$ cat src/rtl/ifetch_pkg.sv
// Shared types and constants for the instruction fetch stage.
package ifetch_pkg;

    typedef enum logic [1:0] {
        S_IDLE = 2'd0,
        S_REQ  = 2'd1,
        S_WAIT = 2'd2
    } state_t;

    typedef struct packed {
        logic [31:0] pc;
        logic [31:0] instr;
    } entry_t;

    localparam logic [31:0] PC_STEP = 32'd4;

    // Redirect targets are forced onto a word boundary.
    function automatic logic [31:0] align_pc(input logic [31:0] pc);
        return pc & ~32'h3;
    endfunction

endpackage

$ cat src/rtl/ifetch_fifo.sv
// Small synchronous instruction queue; flush wins over push and pop.
module ifetch_fifo
    import ifetch_pkg::*;
#(
    parameter int QDEPTH = 2
) (
    input  logic                      clk,
    input  logic                      rst,
    input  logic                      push,
    input  logic                      pop,
    input  logic                      flush,
    input  logic [63:0]               push_data,
    output logic [63:0]               head,
    output logic [$clog2(QDEPTH):0]   count
);
    localparam int PW = $clog2(QDEPTH);
    localparam int CW = PW + 1;

    logic [63:0]   mem [QDEPTH];
    logic [PW-1:0] wr_ptr;
    logic [PW-1:0] rd_ptr;
    logic          pop_ok;
    logic          push_ok;

    // Pop only real entries; push only when a slot exists (or one is freed now).
    always_comb begin
        pop_ok  = pop && (count != '0);
        push_ok = push && ((count != CW'(QDEPTH)) || pop_ok);
    end

    // Pointer and occupancy bookkeeping; pointers wrap as QDEPTH is a power of two.
    always_ff @(posedge clk) begin
        if (rst || flush) begin
            wr_ptr <= '0;
            rd_ptr <= '0;
            count  <= '0;
        end else begin
            if (push_ok) wr_ptr <= wr_ptr + PW'(1);
            if (pop_ok)  rd_ptr <= rd_ptr + PW'(1);
            count <= count + CW'(push_ok) - CW'(pop_ok);
        end
    end

    // Entry storage; contents are only meaningful while count covers them.
    always_ff @(posedge clk) begin
        if (push_ok && !flush && !rst) mem[wr_ptr] <= push_data;
    end

    assign head = mem[rd_ptr];

endmodule

$ cat src/rtl/ifetch_unit.sv
// Instruction fetch: PC register, credit-limited imem handshake, decode queue.
module ifetch_unit
    import ifetch_pkg::*;
#(
    parameter logic [31:0] RESET_PC = 32'h0000_0000,
    parameter int          QDEPTH   = 2
) (
    input  logic        clk,
    input  logic        rst,
    output logic        imem_req,
    output logic [31:0] imem_addr,
    input  logic        imem_gnt,
    input  logic        imem_rvalid,
    input  logic [31:0] imem_rdata,
    input  logic        redirect_valid,
    input  logic [31:0] redirect_pc,
    output logic        if_valid,
    input  logic        if_ready,
    output logic [31:0] if_instr,
    output logic [31:0] if_pc,
    output logic [31:0] if_pc_plus4
);
    localparam int CW = $clog2(QDEPTH) + 1;

    state_t        state;
    logic [31:0]   fetch_pc;
    logic [31:0]   req_pc;
    logic          drop;
    logic [CW-1:0] count;
    logic [63:0]   head;
    logic          push;
    logic          pop;
    logic [CW-1:0] free;
    logic [CW-1:0] count_next;
    logic [CW-1:0] free_after;
    logic [31:0]   target_pc;
    entry_t        head_entry;

    // Credit: slots not already used by queued entries or the request in flight.
    always_comb begin
        target_pc  = align_pc(redirect_pc);
        pop        = if_valid && if_ready;
        push       = (state == S_WAIT) && imem_rvalid && !drop && !redirect_valid;
        free       = CW'(QDEPTH) - count - CW'(state == S_WAIT);
        count_next = count + CW'(push) - CW'(pop);
        free_after = CW'(QDEPTH) - count_next;
    end

    // Fetch FSM with PC register and registered request output.
    always_ff @(posedge clk) begin
        if (rst) begin
            state    <= S_IDLE;
            fetch_pc <= RESET_PC;
            req_pc   <= '0;
            drop     <= 1'b0;
            imem_req <= 1'b0;
        end else begin
            case (state)
                S_IDLE: begin
                    if (redirect_valid) begin
                        fetch_pc <= target_pc;
                        state    <= S_REQ;
                        imem_req <= 1'b1;
                    end else if (free != '0) begin
                        state    <= S_REQ;
                        imem_req <= 1'b1;
                    end
                end
                S_REQ: begin
                    if (imem_gnt) begin
                        req_pc   <= fetch_pc;
                        fetch_pc <= redirect_valid ? target_pc : fetch_pc + PC_STEP;
                        drop     <= redirect_valid;
                        state    <= S_WAIT;
                        imem_req <= 1'b0;
                    end else if (redirect_valid) begin
                        fetch_pc <= target_pc;
                    end
                end
                S_WAIT: begin
                    if (redirect_valid) fetch_pc <= target_pc;
                    if (imem_rvalid) begin
                        // A response coinciding with a redirect is consumed and discarded here.
                        drop <= 1'b0;
                        if (redirect_valid || free_after != '0) begin
                            state    <= S_REQ;
                            imem_req <= 1'b1;
                        end else begin
                            state    <= S_IDLE;
                            imem_req <= 1'b0;
                        end
                    end else if (redirect_valid) begin
                        drop <= 1'b1;
                    end
                end
                default: begin
                    state    <= S_IDLE;
                    imem_req <= 1'b0;
                end
            endcase
        end
    end

    ifetch_fifo #(.QDEPTH(QDEPTH)) u_fifo (
        .clk       (clk),
        .rst       (rst),
        .push      (push),
        .pop       (pop),
        .flush     (redirect_valid),
        .push_data ({req_pc, imem_rdata}),
        .head      (head),
        .count     (count)
    );

    // Head presentation; empty queue shows zeros.
    always_comb begin
        head_entry  = head;
        if_valid    = (count != '0);
        if_pc       = if_valid ? head_entry.pc : '0;
        if_instr    = if_valid ? head_entry.instr : '0;
        if_pc_plus4 = if_pc + PC_STEP;
    end

    assign imem_addr = fetch_pc;

endmodule

$ cat config.mk
export PLATFORM = sky130hd
export DESIGN_NAME = ifetch_unit
export DESIGN_NICKNAME = d
export VERILOG_FILES = /design/src/rtl/ifetch_pkg.sv /design/src/rtl/ifetch_fifo.sv /design/src/rtl/ifetch_unit.sv
export SDC_FILE = /design/constraint.sdc
export NUM_CORES = 1
export LEC_CHECK = 0
export ABC_AREA = 1
export CORE_ASPECT_RATIO = 0.75
export CORE_MARGIN = 3
export CORE_UTILIZATION = 47
export CTS_BUF_LIST = sky130_fd_sc_hd__clkbuf_16
export DETAILED_ROUTE_END_ITERATION = 10
export GPL_TIMING_DRIVEN = 0
export PLACE_DENSITY = 0.82
export SYNTH_ARGS = -nofsm -noshare
export SYNTH_HDL_FRONTEND = slang
export SYNTH_SLANG_ARGS = --single-unit
$ cat constraint.sdc
create_clock -name clk -period 14.65 [get_ports clk]
set_clock_uncertainty 0.1 [all_clocks]
set_input_delay 2.93 -clock clk [delete_from_list [all_inputs] [get_ports clk]]
set_output_delay 2.93 -clock clk [all_outputs]
set_load 0.005 [all_outputs]
[Yosys cells after proc, flatten, opt, wreduce, memory -nomap -nowiden]
Memories as Yosys holds them, arrays and structs flattened. A register that Yosys moved wholly into a read port is not among the register bits.
Index checks and enable logic that the tools add are counted.
Operators by class
  add/subtract/negate cells: 11
  equal/unequal tests: 7
  multiplexer cells: 26
  reduce and logical (&&, ||, !) cells: 24
Operator list (count)
  2-to-1 mux 32 bit: 5
  adder 32 x 3 -> 32 bit (second input constant): 2
  one-hot mux 32 bit (2 select lines): 1
  2-to-1 mux 1 bit: 13
  nonzero test 2 bit: 5
  logical AND 1 bit: 8
  2-to-1 mux 2 bit: 4
  != test 2 bit (second input constant): 3
  != test 3 bit (second input constant): 2
  one-hot mux 2 bit (3 select lines): 1
  AND reduction 3 bit: 2
  subtractor 2 x 1 -> 2 bit: 3
  adder 2 x 1 -> 2 bit: 2
  subtractor 2 bit (first input constant): 2
  zero test 1 bit: 3
  logical OR 1 bit: 3
  one-hot mux 1 bit (3 select lines): 1
  adder 1 bit (second input constant): 2
  == test 2 x 1 -> 1 bit (second input constant): 1
  == test 2 bit (second input constant): 1
  zero test 2 bit: 1
  one-hot mux 1 bit (2 select lines): 1
  AND reduction 2 bit: 1
  OR reduction 2 bit: 1
Storage, ports and cells
  register bits: 72
  memory bits (writable): 128
  bits of input ports: 70
  output and inout port bits: 130
  word-level logic and storage cells: 77
  memories kept: 1
Memories
  u_fifo.mem: depth 2, width 64, rd ports 1, clocked after memory_dff 1, wr ports 1, RTL line ifetch_fifo.sv:19  | logic [63:0] mem [QDEPTH];

[Logic depth before layout (Yosys ltp)]
  depth after elaboration: 12
  depth in mapped cells: 14
  depth with buffers taken out: 13

[Modules after synthesis]
From an unflattened synthesis, not the netlist that was laid out.
Second synthesis, totals
  cells, all modules: 1103
  area, all modules: 10488.8 um^2
By module, submodules not included
  ifetch_unit: instances 1, cells an instance 860, area an instance 5297.6 um^2, seq. area each 1361.3 um^2
  ifetch_fifo: instances 1, cells an instance 243, area an instance 5191.2 um^2, seq. area each 3943.8 um^2

[Least setup slack after synthesis]
OpenSTA, ideal clock, no wires.
  kind: input to register
  start: input port redirect_valid
  end: memory u_fifo.mem[0][0], enable pin
  library setup time: 0.578 ns
  arrival: 8.212 ns
  required time: 13.972 ns
  path slack: 5.760 ns
  stages: 5
  buffers on the path: 1
  cell sequence: buf_2 nor2_1 nand2_1 a31oi_1 nor3b_1
On the way
  cells in the longest elaborated chain, start to end: 7
RTL lines
  from (decl): RTL line ifetch_unit.sv:15  | input logic redirect_valid,
  zero test 1 bit: RTL line ifetch_unit.sv:43  | push = (state == S_WAIT) && imem_rvalid && !drop && !redirect_valid;
  logical AND 1 bit: RTL line ifetch_unit.sv:43
  logical AND 1 bit: RTL line ifetch_fifo.sv:28  | push_ok = push && ((count != CW'(QDEPTH)) || pop_ok);
  via u_fifo.push_ok: RTL line ifetch_fifo.sv:23  | logic push_ok;
  logical AND 1 bit (2 in a row): RTL line ifetch_fifo.sv:46  | if (push_ok && !flush && !rst) mem[wr_ptr] <= push_data;
  2-to-1 mux 1 bit: RTL line ifetch_fifo.sv:46
  2-to-1 mux 1 bit (not written as such): RTL line ifetch_fifo.sv:46
  to (decl): RTL line ifetch_fifo.sv:19
The timed path passes the listed nets, and every way through them passes these cells.

==> metrics.md <==
| Metric | Value |
|---|---|
| Post-cts gate resize count | `0` |
| Maximum root-to-sink buffer count | `3` |
| Post-CTS setup buffers | `0` |
| Mapped Nets | `1,229` |
| Layout area overhead | `31.0%` |
| Pwr per Cell Area | `around 97 nW/um^2` |
| Clk pwr share | `0.398` |
| Max Clock Freq | `159 MHz` |
| CTS root buf | `clkbuf_16` |
| First-pass GRT wire length | `approximately 46,000 microns` |
| Leak | `roughly 4.8 nW` |
| Actual slew at the worst max-slew pin | `around 920 ps` |
| Final #Nets | `between 1,000 and 1,500` |
| CTS tree | `built` |
| Routability Congestion | `approximately 0.95` |
| Non-Filler Instances | `between 1,500 and 2,000` |
| Req. time, crit path | `about 12,000 ps` |
| Max Cap Violations | `0` |
| Fillers | `1,763` |
| Hold WC Path Type | `register to register` |
| 1st-iter DRT viols | `approximately 890` |
| Number of global-route vias before repair | `~8,500` |
| Final setup viols | `0` |
| Initial DRT Pass Iterations | `5` |
| Final max-slew violation count | `0` |
| Clk slew on worst S/H paths | `around 60 ps` |
| Most frequent cells in the layout | `nand2_1, clkdlybuf4s50_1, nor2_1, edfxtp_1, a21oi_1` |
| Row Count | `45` |
| Comb power frac | `0.094` |
| Most common cell after layout, fill and taps aside | `nand2_1` |
| Chip width | `174 microns` |
| Fraction of layout cells with a size suffix above 1 | `0.0984` |
| # DRC | `0` |
| Period utilization | `0.429` |
| Arrival time worst endpoint | `approximately 3300 ps` |
| Mapped Cells | `roughly 1,200` |
| Post-route minimum period | `around 6300 ps` |
| Area after DPL | `between 10,000 and 15,000 sq um` |
| Total global routing overflow | `0` |
| Final ANT Viol Nets | `0` |
| Die H | `~130 microns` |
| CP Launch Type | `register` |
| Drt via density | `between 5 and 6` |
| Worst setup EP type | `output pin` |
| Largest area contributor in the synthesized netlist | `edfxtp_1` |
| Max_slew headroom | `0.386` |
| P_int | `about 0.97 mW` |
| Worst skew pair latency | `490 ps` |
| PortBufs | `just under 200` |
| Dpl hpwl | `22,200 microns` |
| R2R Path Start | `state[0]` |
| Worst R2R End | `u_fifo.mem[0][6]` |
| Pin count of the biggest net entering global routing | `34` |
| Placed Cells incl. Taps | `between 1,500 and 2,000` |
| Outcome | `complete, no violations` |
| Worst R2R Path Depth | `10` |
| Total clock sinks | `~200` |
| Switching Fraction | `0.236` |
| Die area | `between 20,000 and 25,000 sq um` |
| Peak VDD IR | `around 0.079 mV` |
| Hold buffers post-CTS | `0` |
| Hold Crit Depth | `1` |
| TritonCTS Buffers | `20` |
| Reg2reg setup slack | `11,790 ps` |
| CP Max Fanout | `10` |
| RSZ-0062 raised after global routing | `no` |
| CP Class | `register to output pin` |
| Synthesized area per cell | `8.64 sq um` |
| Vias | `about 9,000` |
| Synth area leaders | `edfxtp_1, dfxtp_1, nand2_1` |
| Starting Density | `0.486` |
| Overall routed net length | `29,600 microns` |
| Synth Warn # | `0` |
| Post-synth cell types | `44` |
| Inserted Diodes | `0` |
| Final Hold Violating Endpoints | `0` |
| Initial antenna violation count | `0` |
| Post-route setup TNS | `0 ps` |
| Register area share after synthesis | `0.533` |
| Worst Setup EP | `if_pc_plus4[20]` |
| Psw | `0.299 mW` |
| Global Route Usage Sum | `0.249` |
| Sequential Power Share | `0.508` |
| IO Pins | `200` |
| HP Start | `u_fifo.rd_ptr` |
| Final Cell Area | `between 10,000 and 15,000 sq um` |
| Post-synth top area share | `0.386` |
| Synthesized area | `9960 sq um` |
| Core box area | `20,500 sq um` |
| DR WL/cell | `around 18 microns` |
| #FFs+latches synth | `between 200 and 250` |
| H-tree Lvls | `1` |
-- cell usage after synthesis, drive strengths merged --
cell,number
ha,5
a32oi,1
dfxtp,73
a31oi,7
a211oi,2
nand3b,1
a22oi,11
o21ai,95
o211ai,3
nand4,24
o2111ai,3
or2,13
clkinv,4
edfxtp,128
xnor2,6
xor2,22
nor2,183
nor3,27
o31ai,1
o21bai,4
o221ai,3
nand2,248
a311oi,1
fa,1
buf,23
nor3b,2
clkbuf,29
nand3,40
a21oi,98
inv,94
o311ai,1
-- cell type report --
class / count / area (sq um) / share of cell area
buffer: 52 / 253 / 0.0194
clock buffer: 21 / 526 / 0.0403
clock inverter: 15 / 129 / 0.00988
inverter: 98 / 368 / 0.0282
multi-input combinational: 802 / 4050 / 0.310
sequential: 201 / 5310 / 0.407
tap: 282 / 353 / 0.0270
timing repair buffer: 203 / 2070 / 0.158
-- registers in the layout (all words and copies together) (netlist names), named ones only --
| signal | flops |
|---|---|
| drop | 1 |
| imem_addr | 32 |
| imem_req | 1 |
| req_pc | 32 |
| state | 2 |
| u_fifo.count | 2 |
| u_fifo.mem | 128 |
| u_fifo.rd_ptr | 1 |
| u_fifo.wr_ptr | 1 |
-- kinds of logic after synthesis --
group           count (synthesis)  share of synthesized area
fa+ha+maj                       6                    0.00829
compound gates                230                      0.128
simple gates                  538                      0.244
flops                         201                      0.533
xor+xnor                       28                     0.0246
buf+inv                       150                     0.0623
-- how the worst min path moves through the flow --
stage / endpoint / slack [ps]
floorplan: u_fifo.mem[0][32] / 320
global placement: u_fifo.mem[0][37] / 330
detailed placement: u_fifo.mem[1][33] / 340
CTS: register / 360
global route: u_fifo.mem[0][33] / 370
finish: u_fifo.rd_ptr / 360
-- critical path: stages (launching register included) --
cell             delay (ps)
dfxtp_1                 340
buf_4                   180
buf_2                   250
nor2_1                  110
nor3_4                  350
ha_1                    300
nand2_2                 120
nor3_1                  260
nand3_1                 120
xor2_1                  180
clkdlybuf4s50_1         540
-- stage by stage --
step                      hold slack [ps]  worst slack, ps  utilization  total power, mW
after floorplan                       320             5760            -            0.704
after global placement                333             2790        0.598            0.768
final                                 359             8360        0.637             1.27
after detailed placement              340             8880        0.605            0.771
after CTS                             358             8400        0.637             1.27
after global routing                  368             8130        0.637             1.31
-- routing by layer --
metal,GRT usage,wire [microns],vias up,part of all wire
li1,-,-,4342,-
met1,0.365,13100,4243,0.44
met2,0.383,12900,465,0.43
met3,0.0567,3080,43,0.10
met4,0.0509,523,0,0.018
met5,0,0,-,0
-- power groups by stage --
| stage | sequential (mW) | combinational, mW | clock (mW) |
|---|---|---|---|
| 6_report | 0.644 | 0.120 | 0.505 |
| 5_1_grt | 0.646 | 0.131 | 0.535 |
| 2_1_floorplan | 0.647 | 0.0572 | 0 |
| 4_1_cts | 0.643 | 0.118 | 0.509 |
| 3_3_place_gp | 0.654 | 0.113 | 0 |
| 3_5_place_dp | 0.655 | 0.116 | 0 |
No activity file was read; power rests on OpenSTA's default activity.
